--- config.mk ---
export PLATFORM = sky130hd
export DESIGN_NAME = sensor_debounce
export DESIGN_NICKNAME = d
export VERILOG_FILES = /design/src/rtl/sensor_debounce.sv
export SDC_FILE = /design/constraint.sdc
export NUM_CORES = 1
export LEC_CHECK = 0
export ABC_AREA = 1
export CORE_UTILIZATION = 50
export DETAILED_ROUTE_END_ITERATION = 10
export GPL_TIMING_DRIVEN = 0
export HOLD_SLACK_MARGIN = 0.1
export MAX_ROUTING_LAYER = met4
export PLACE_DENSITY = 0.75
export SYNTH_ARGS = -nofsm -noshare
export SYNTH_HDL_FRONTEND = slang
export SYNTH_SLANG_ARGS = --single-unit
--- constraint.sdc ---
create_clock -name clk -period 3.3 [get_ports clk]
set_input_delay 0.495 -clock clk [delete_from_list [all_inputs] [get_ports clk]]
set_output_delay 0.495 -clock clk [all_outputs]
set_load 0.02 [all_outputs]
--- src/rtl/sensor_debounce.sv ---
`default_nettype none
// ============================================================================
// Module   : sensor_debounce
// Brief    : Two-channel synchroniser + debounce filter for raw gate sensors,
//            with edge pulses and a shared saturating glitch counter.
// Revision : 1.0 - initial release
// ============================================================================
module sensor_debounce #(
    parameter int SYNC_STAGES = 2,
    parameter int DB_CYCLES   = 4,
    parameter int GCNT_W      = 8
) (
    input  logic              clk,
    input  logic              reset,
    input  logic              a_raw,
    input  logic              b_raw,
    output logic              a,
    output logic              b,
    output logic              a_edge,
    output logic              b_edge,
    output logic [GCNT_W-1:0] glitch_count
);

    localparam int                c_CNT_W = $clog2(DB_CYCLES + 1);
    localparam logic [c_CNT_W-1:0] c_LAST  = c_CNT_W'(DB_CYCLES - 1);
    localparam logic [GCNT_W-1:0]  c_GMAX  = {GCNT_W{1'b1}};

    logic [1:0] w_raw;
    logic [1:0] w_stable;
    logic [1:0] w_edge;
    logic [1:0] w_glitch;

    assign w_raw = {b_raw, a_raw};

    for (genvar g = 0; g < 2; g++) begin : g_chan
        logic [SYNC_STAGES-1:0] r_sync;
        logic [c_CNT_W-1:0]     r_cnt;
        logic                   r_stable;
        logic                   r_edge;
        logic                   w_s;

        assign w_s = r_sync[SYNC_STAGES-1];

        always_ff @(posedge clk or posedge reset) begin
            if (reset) begin
                r_sync   <= '0;
                r_cnt    <= '0;
                r_stable <= 1'b0;
                r_edge   <= 1'b0;
            end else begin
                r_sync <= {r_sync[SYNC_STAGES-2:0], w_raw[g]};
                r_edge <= 1'b0;
                if (w_s == r_stable) begin
                    r_cnt <= '0;
                end else if (r_cnt == c_LAST) begin
                    r_stable <= w_s;
                    r_cnt    <= '0;
                    r_edge   <= 1'b1;
                end else begin
                    r_cnt <= r_cnt + c_CNT_W'(1);
                end
            end
        end

        // A candidate that falls back before acceptance leaves a nonzero count behind.
        assign w_glitch[g] = (w_s == r_stable) && (r_cnt != '0);
        assign w_stable[g] = r_stable;
        assign w_edge[g]   = r_edge;
    end

    logic [1:0]        w_inc;
    logic [GCNT_W:0]   w_sum;
    logic [GCNT_W-1:0] r_gcnt;

    assign w_inc = {1'b0, w_glitch[0]} + {1'b0, w_glitch[1]};
    assign w_sum = {1'b0, r_gcnt} + (GCNT_W+1)'(w_inc);

    always_ff @(posedge clk or posedge reset) begin
        if (reset) begin
            r_gcnt <= '0;
        end else if (w_sum[GCNT_W]) begin
            r_gcnt <= c_GMAX;
        end else begin
            r_gcnt <= w_sum[GCNT_W-1:0];
        end
    end

    assign a            = w_stable[0];
    assign b            = w_stable[1];
    assign a_edge       = w_edge[0];
    assign b_edge       = w_edge[1];
    assign glitch_count = r_gcnt;

endmodule
`default_nettype wire

==> key figures <==
Run status
  – Status: finished clean

Synthesis
  – Seq/Total Area, Yosys: 0.537
  – Synth top area share: 0.537
  – Post-Syn Instances: 107
  – Ys async rst share: 1.00
  – Syn_area_per_cell: 9.59 µm²
  – Top cells by area, synth: dfrtp_1 54%, nand2_1 9.5%, inv_1 7.0%, ha_1 6.1%, nor3_2 3.9%
  – EDFF count, synth: 0
  – Cell taking the most area after synthesis: dfrtp_1
  – Unique masters post-synth: 16
  – #FFs+latches synth: 22
  – Top_reg_cell synth: dfrtp_1
  – Syn Nets: 117
  – Mapped cell area: 0.00103 mm²
  – Warnings, synthesis: 0

Floorplan
  – I/O Pins: 16
  – Row count: 16
  – Die area: 0.00224 mm²
  – Chip width: 47.3 µm
  – Core box area: 0.00194 mm²
  – Die H: 47.3 µm
  – Starting Density: 0.528

Placed design
  – DPL Wire Length: 1170 µm
  – Gpl congestion: 0.697
  – Buffers on Ports: 15
  – Placed Area: 0.00121 mm²
  – Dpl cells: 149

Detailed routing
  – Final WL: 1570 µm
  – 1st-pass router iterations: 4
  – Drt first-iter violations: 2
  – Wire per inst: 10.2 µm
  – Post-route DRC: 0
  – DR vias: 709
  – Post-DRT Antenna Nets: 0
  – DR vias/cell: 4.63

Hold path
  – WHS Path Cells: 0
  – Worst min path class: flop to flop
  – Hold wc startpoint: g_chan[1].r_sync[0]$_DFF_PP0_
  – WHS Endpoint: g_chan[1].r_sync[1]$_DFF_PP0_

Clock tree
  – Root buf cell: clkbuf_4
  – Setup bufs post-CTS: 0
  – Clock slew at reported path FFs: 0.12 ns
  – Total CTS buffers: 3
  – Clock net sink count: 22
  – Worst skew pair latency: 0.31 ns
  – CTS hold repair buffers: 0
  – H-tree levels: 1
  – Post-cts sizing count: 0
  – Max clock buf depth: 2
  – CTS tree: yes

Setup path
  – Worst r2r path cells: 10
  – CP dominant cell by count: nand2_1
  – Setup crit end kind: flop
  – Crit Path Category: flop to flop
  – Cell chain of the critical path: xnor2_2 -> nand2_1 -> fa_1 -> inv_1 -> ha_1 -> nand2_2 -> clkinv_1 -> nand2_1 -> nand2_1 -> o21ai_2
  – Worst Path Buf+Inv: 2
  – Crit. Startpoint: a$_DFFE_PP0P_
  – CP max stage delay: 0.48 ns
  – Worst EP arrival: 2.33 ns
  – Register-to-Register Setup Slack: 1.18 ns
  – Reg2reg end: glitch_count[6]$_DFF_PP0_
  – Reg2reg start: a$_DFFE_PP0P_
  – CP startpoint kind: flop
  – Top delay family on crit path: adder cells
  – Critical Path Slowest Stage Cell: fa_1
  – Crit path max fanout: 5
  – Required time worst endpoint: 3.50 ns

Final layout
  – Number of diodes: 0
  – Layout cells sized above 1: 0.167
  – Fin nets: 137
  – Post-Layout Cell Count: 153
  – Most common cell after layout, fill and taps aside: nand2_1
  – P&R area growth vs syn: 23.0%
  – Final Cell Area: 0.00126 mm²
  – Most frequent cells in the layout: 26 x nand2_1, 22 x dfrtp_1, 19 x inv_1
  – Number of fill cells: 168

STA
  – Setup tns final: 0 ns
  – Final slew viol count: 0
  – Setup violators final: 0
  – Final period util: 0.644
  – Min Tclk post-route: 2.12 ns
  – Hold Fails Final Rpt: 0
  – Setup Skew: 0.00743 ns
  – Worst-margin pin slew: 0.812 ns
  – Fmax: 471 MHz
  – RSZ-0062 raised after global routing: false
  – Hold slack: 0.365 ns
  – Rel. slew slack: 0.458

Global routing
  – Total congestion overflow: 0
  – Initial antenna violation count: 0
  – First-pass GRT wire length: 2440 µm
  – Largest net degree at the start of global routing: 23
  – GRT Overall Usage: 0.166
  – Vias in the first global route: 603

Power
  – Peak supply drop: 0.437 mV
  – Pleak: 0.628 nW
  – Power Density: 854 mW/mm²

Job
  – Maxcap violations: 0
## cells in the mapped netlist (2+ instances only)
library cell,instances
xnor2_2,2
nand2_2,4
nor2_1,7
dfrtp_1,22
ha_1,5
nor2_2,3
o21ai_1,2
nand3_1,7
inv_1,19
nand2_1,26
nor3_2,4
o21ai_2,2
## worst max-delay path by stage
stage / cells past startpoint / slack (ns) / endpoint
CTS: 10 / 1.14 / glitch_count[6]$_DFF_PP0_
floorplan: 10 / 1.26 / glitch_count[6]$_DFF_PP0_
detailed placement: 10 / 1.21 / glitch_count[6]$_DFF_PP0_
global route: 10 / 1.03 / glitch_count[6]$_DFF_PP0_
global placement: 10 / 1.23 / glitch_count[6]$_DFF_PP0_
finish: 10 / 1.18 / glitch_count[6]$_DFF_PP0_
## flip-flops by register name, summed over array words and instances, names as in the netlist
name           count
glitch_count       8
g_chan.r_cnt       6
g_chan.r_sync      4
a                  1
a_edge             1
b                  1
b_edge             1
## per-stage QoR
step	power, W	util	setup slack [ns]
floorplan	0.000726	-	1.26
global placement	0.000868	0.623	1.23
detailed placement	0.000885	0.623	1.21
CTS	0.00109	0.650	1.14
global route	0.00116	0.650	1.03
finish	0.00108	0.650	1.18
## logic make-up after synthesis
kind of cell               Yosys count  share of synthesized area
buffers and inverters               21                     0.0768
AOI/OAI and AO/OA                    4                     0.0268
and+or+nand+nor                     52                      0.248
adders and majority gates            6                     0.0805
DFF                                 22                      0.537
xor gates and xnor gates             2                     0.0317
## power breakdown
group | internal, W | total (W) | switching, W
clock network | 0.000123 | 0.000202 | 0.0000793
logic | 0.000204 | 0.000457 | 0.000253
registers | 0.000345 | 0.000419 | 0.0000744
total | 0.000672 | 0.00108 | 0.000407
## cell type report
type                            count  area (µm²)  area share
Inverter                           21        78.8      0.0624
Tap cell                           27        33.8      0.0268
Sequential cell                    22         551       0.436
Timing Repair Buffer               15         150       0.119
Multi-Input combinational cell     64         397       0.314
Clock inverter                      1        30.0      0.0238
Clock buffer                        3        22.5      0.0178
## routing by layer
layer  track usage  vias up  part of all wire
li1              -      362                 -
met1         0.206      329              0.48
met4        0.0857        0             0.020
met2         0.255       14              0.47
met5             -        -                 0
met3        0.0346        4             0.034
Power figures use the tool's default switching activity.
==> edit, RTL diff (same flow settings) <==
Change the parameter `GCNT_W` from 8 to 7.
--- a/src/rtl/sensor_debounce.sv
+++ b/src/rtl/sensor_debounce.sv
@@ -8,7 +8,7 @@
 module sensor_debounce #(
     parameter int SYNC_STAGES = 2,
     parameter int DB_CYCLES   = 4,
-    parameter int GCNT_W      = 8
+    parameter int GCNT_W      = 7
 ) (
     input  logic              clk,
     input  logic              reset,
Interface: changed (resized glitch_count); port bits go from 16 to 15. The function was not compared with the original's and may differ.
==> edit against the unedited design <==
Sequential power is 5% lower; wire length is 9.6% lower; area after synthesis decreased by 9.3%; via count shrank 6.9%; sequential cell count is 1 lower; count of clock-buffer cells in the layout up 1; final area down 11%; setup slack worse by 0.057 ns; total power is 12% lower.
==> edit: results (changes against the unedited design) <==
status complete, no violations; met1 wire length 689 um (-7.5%); multi-input gate share of total cell area 30.6% (-0.82 points); XOR/XNOR Fraction of Synth Area 3.76% (+0.59 points); cell count after synthesis 96 (-10%); DR iter-0 viols 12 (+10); # nets final 125 (-8.8%); sequential cell area share 46.6% (+3.0 points); vias per cell 4.75 (+2.5%); dpl hpwl 1.06 mm (-9.8%); DR vias 660 (-6.9%); WP data arrival 2.38 ns (+0.05 ns); syn_nets 106 (-9.4%); routed len/inst 10.2 um (-0.54%); I/O Buffers 14 (-1); met3 Use GR 3.60% (+0.14 points); met3 wire len 51 um (-5.6%); Synth area leaders dfrtp_1 (56%), nand2_1 (9.7%), ha_1 (6.7%); post-synthesis compound-gate area fraction 2.42% (-0.26 points); vias in the first global route 561 (-7.0%); Fill cells 154 (-8.3%); P_comb 428 uW (-6.3%); Worst VDD drop 595 uV (+36%); share of layout cells above drive strength 1 6.14% (-11 points); worst slack, placed 1.12 ns (-0.0929 ns); sequential group power 400 uW (-5%); met1 usage 21.2% (+0.66 points); Overall Global Routing Usage 16.8% (+0.20 points); post-layout util 65.4% (+0.35 points); Commonest cells post-synth nand2_1 (24), dfrtp_1 (21), inv_1 (16); GR Layer Usage met2 25.2% (-0.26 points); Core Rows 15 (-1); layout clock buffer count 4 (+1); Slew @ Worst Pin 0.777 ns (-0.0350 ns); met2 WL 632 um (-14%); Pwr Density 842 nW/um^2 (-1.5%); post-synthesis adder-cell area fraction 8.87% (+0.82 points); Worst-Skew Late Latency 0.30 ns; flip-flop count of the largest register after layout 7 (-1); cell-internal power 570 uW (-15%); Pleak 0.567 nW (-9.7%); Worst Hold Class reg2reg; num sequential 21 (-4.5%); #MultiIn Comb 59 (-7.8%); placed cell areas 1100 um^2 (-8.9%); NonClk Buf Share 12.4% (+0.52 points); Inverters 16 (-24%); Final Skew 0.00565 ns (-0.00178 ns)
## edit: final timing paths
kind | from | to | slack [ns] | depth (start not counted)
min in group asynchronous | reset | glitch_count[0]$_DFF_PP0_ | 0.62 | 2
setup / recovery | a$_DFFE_PP0P_ | glitch_count[4]$_DFF_PP0_ | 1.12 | 8
hold / removal | g_chan[0].r_sync[0]$_DFF_PP0_ | g_chan[0].r_sync[1]$_DFF_PP0_ | 0.36 | 0
hold reg to reg | g_chan[0].r_sync[0]$_DFF_PP0_ | g_chan[0].r_sync[1]$_DFF_PP0_ | 0.36 | 0
setup reg to reg | a$_DFFE_PP0P_ | glitch_count[4]$_DFF_PP0_ | 1.12 | 8
max in group asynchronous | reset | a$_DFFE_PP0P_ | 2.19 | 2
## edit: worst register-to-register path: stages (launching register included)
cell	delay, ns
dfrtp_1	0.42
xnor2_1	0.36
nand2_1	0.15
fa_1	0.49
inv_1	0.11
ha_1	0.24
nand3_1	0.12
xor2_1	0.15
nand2_1	0.06
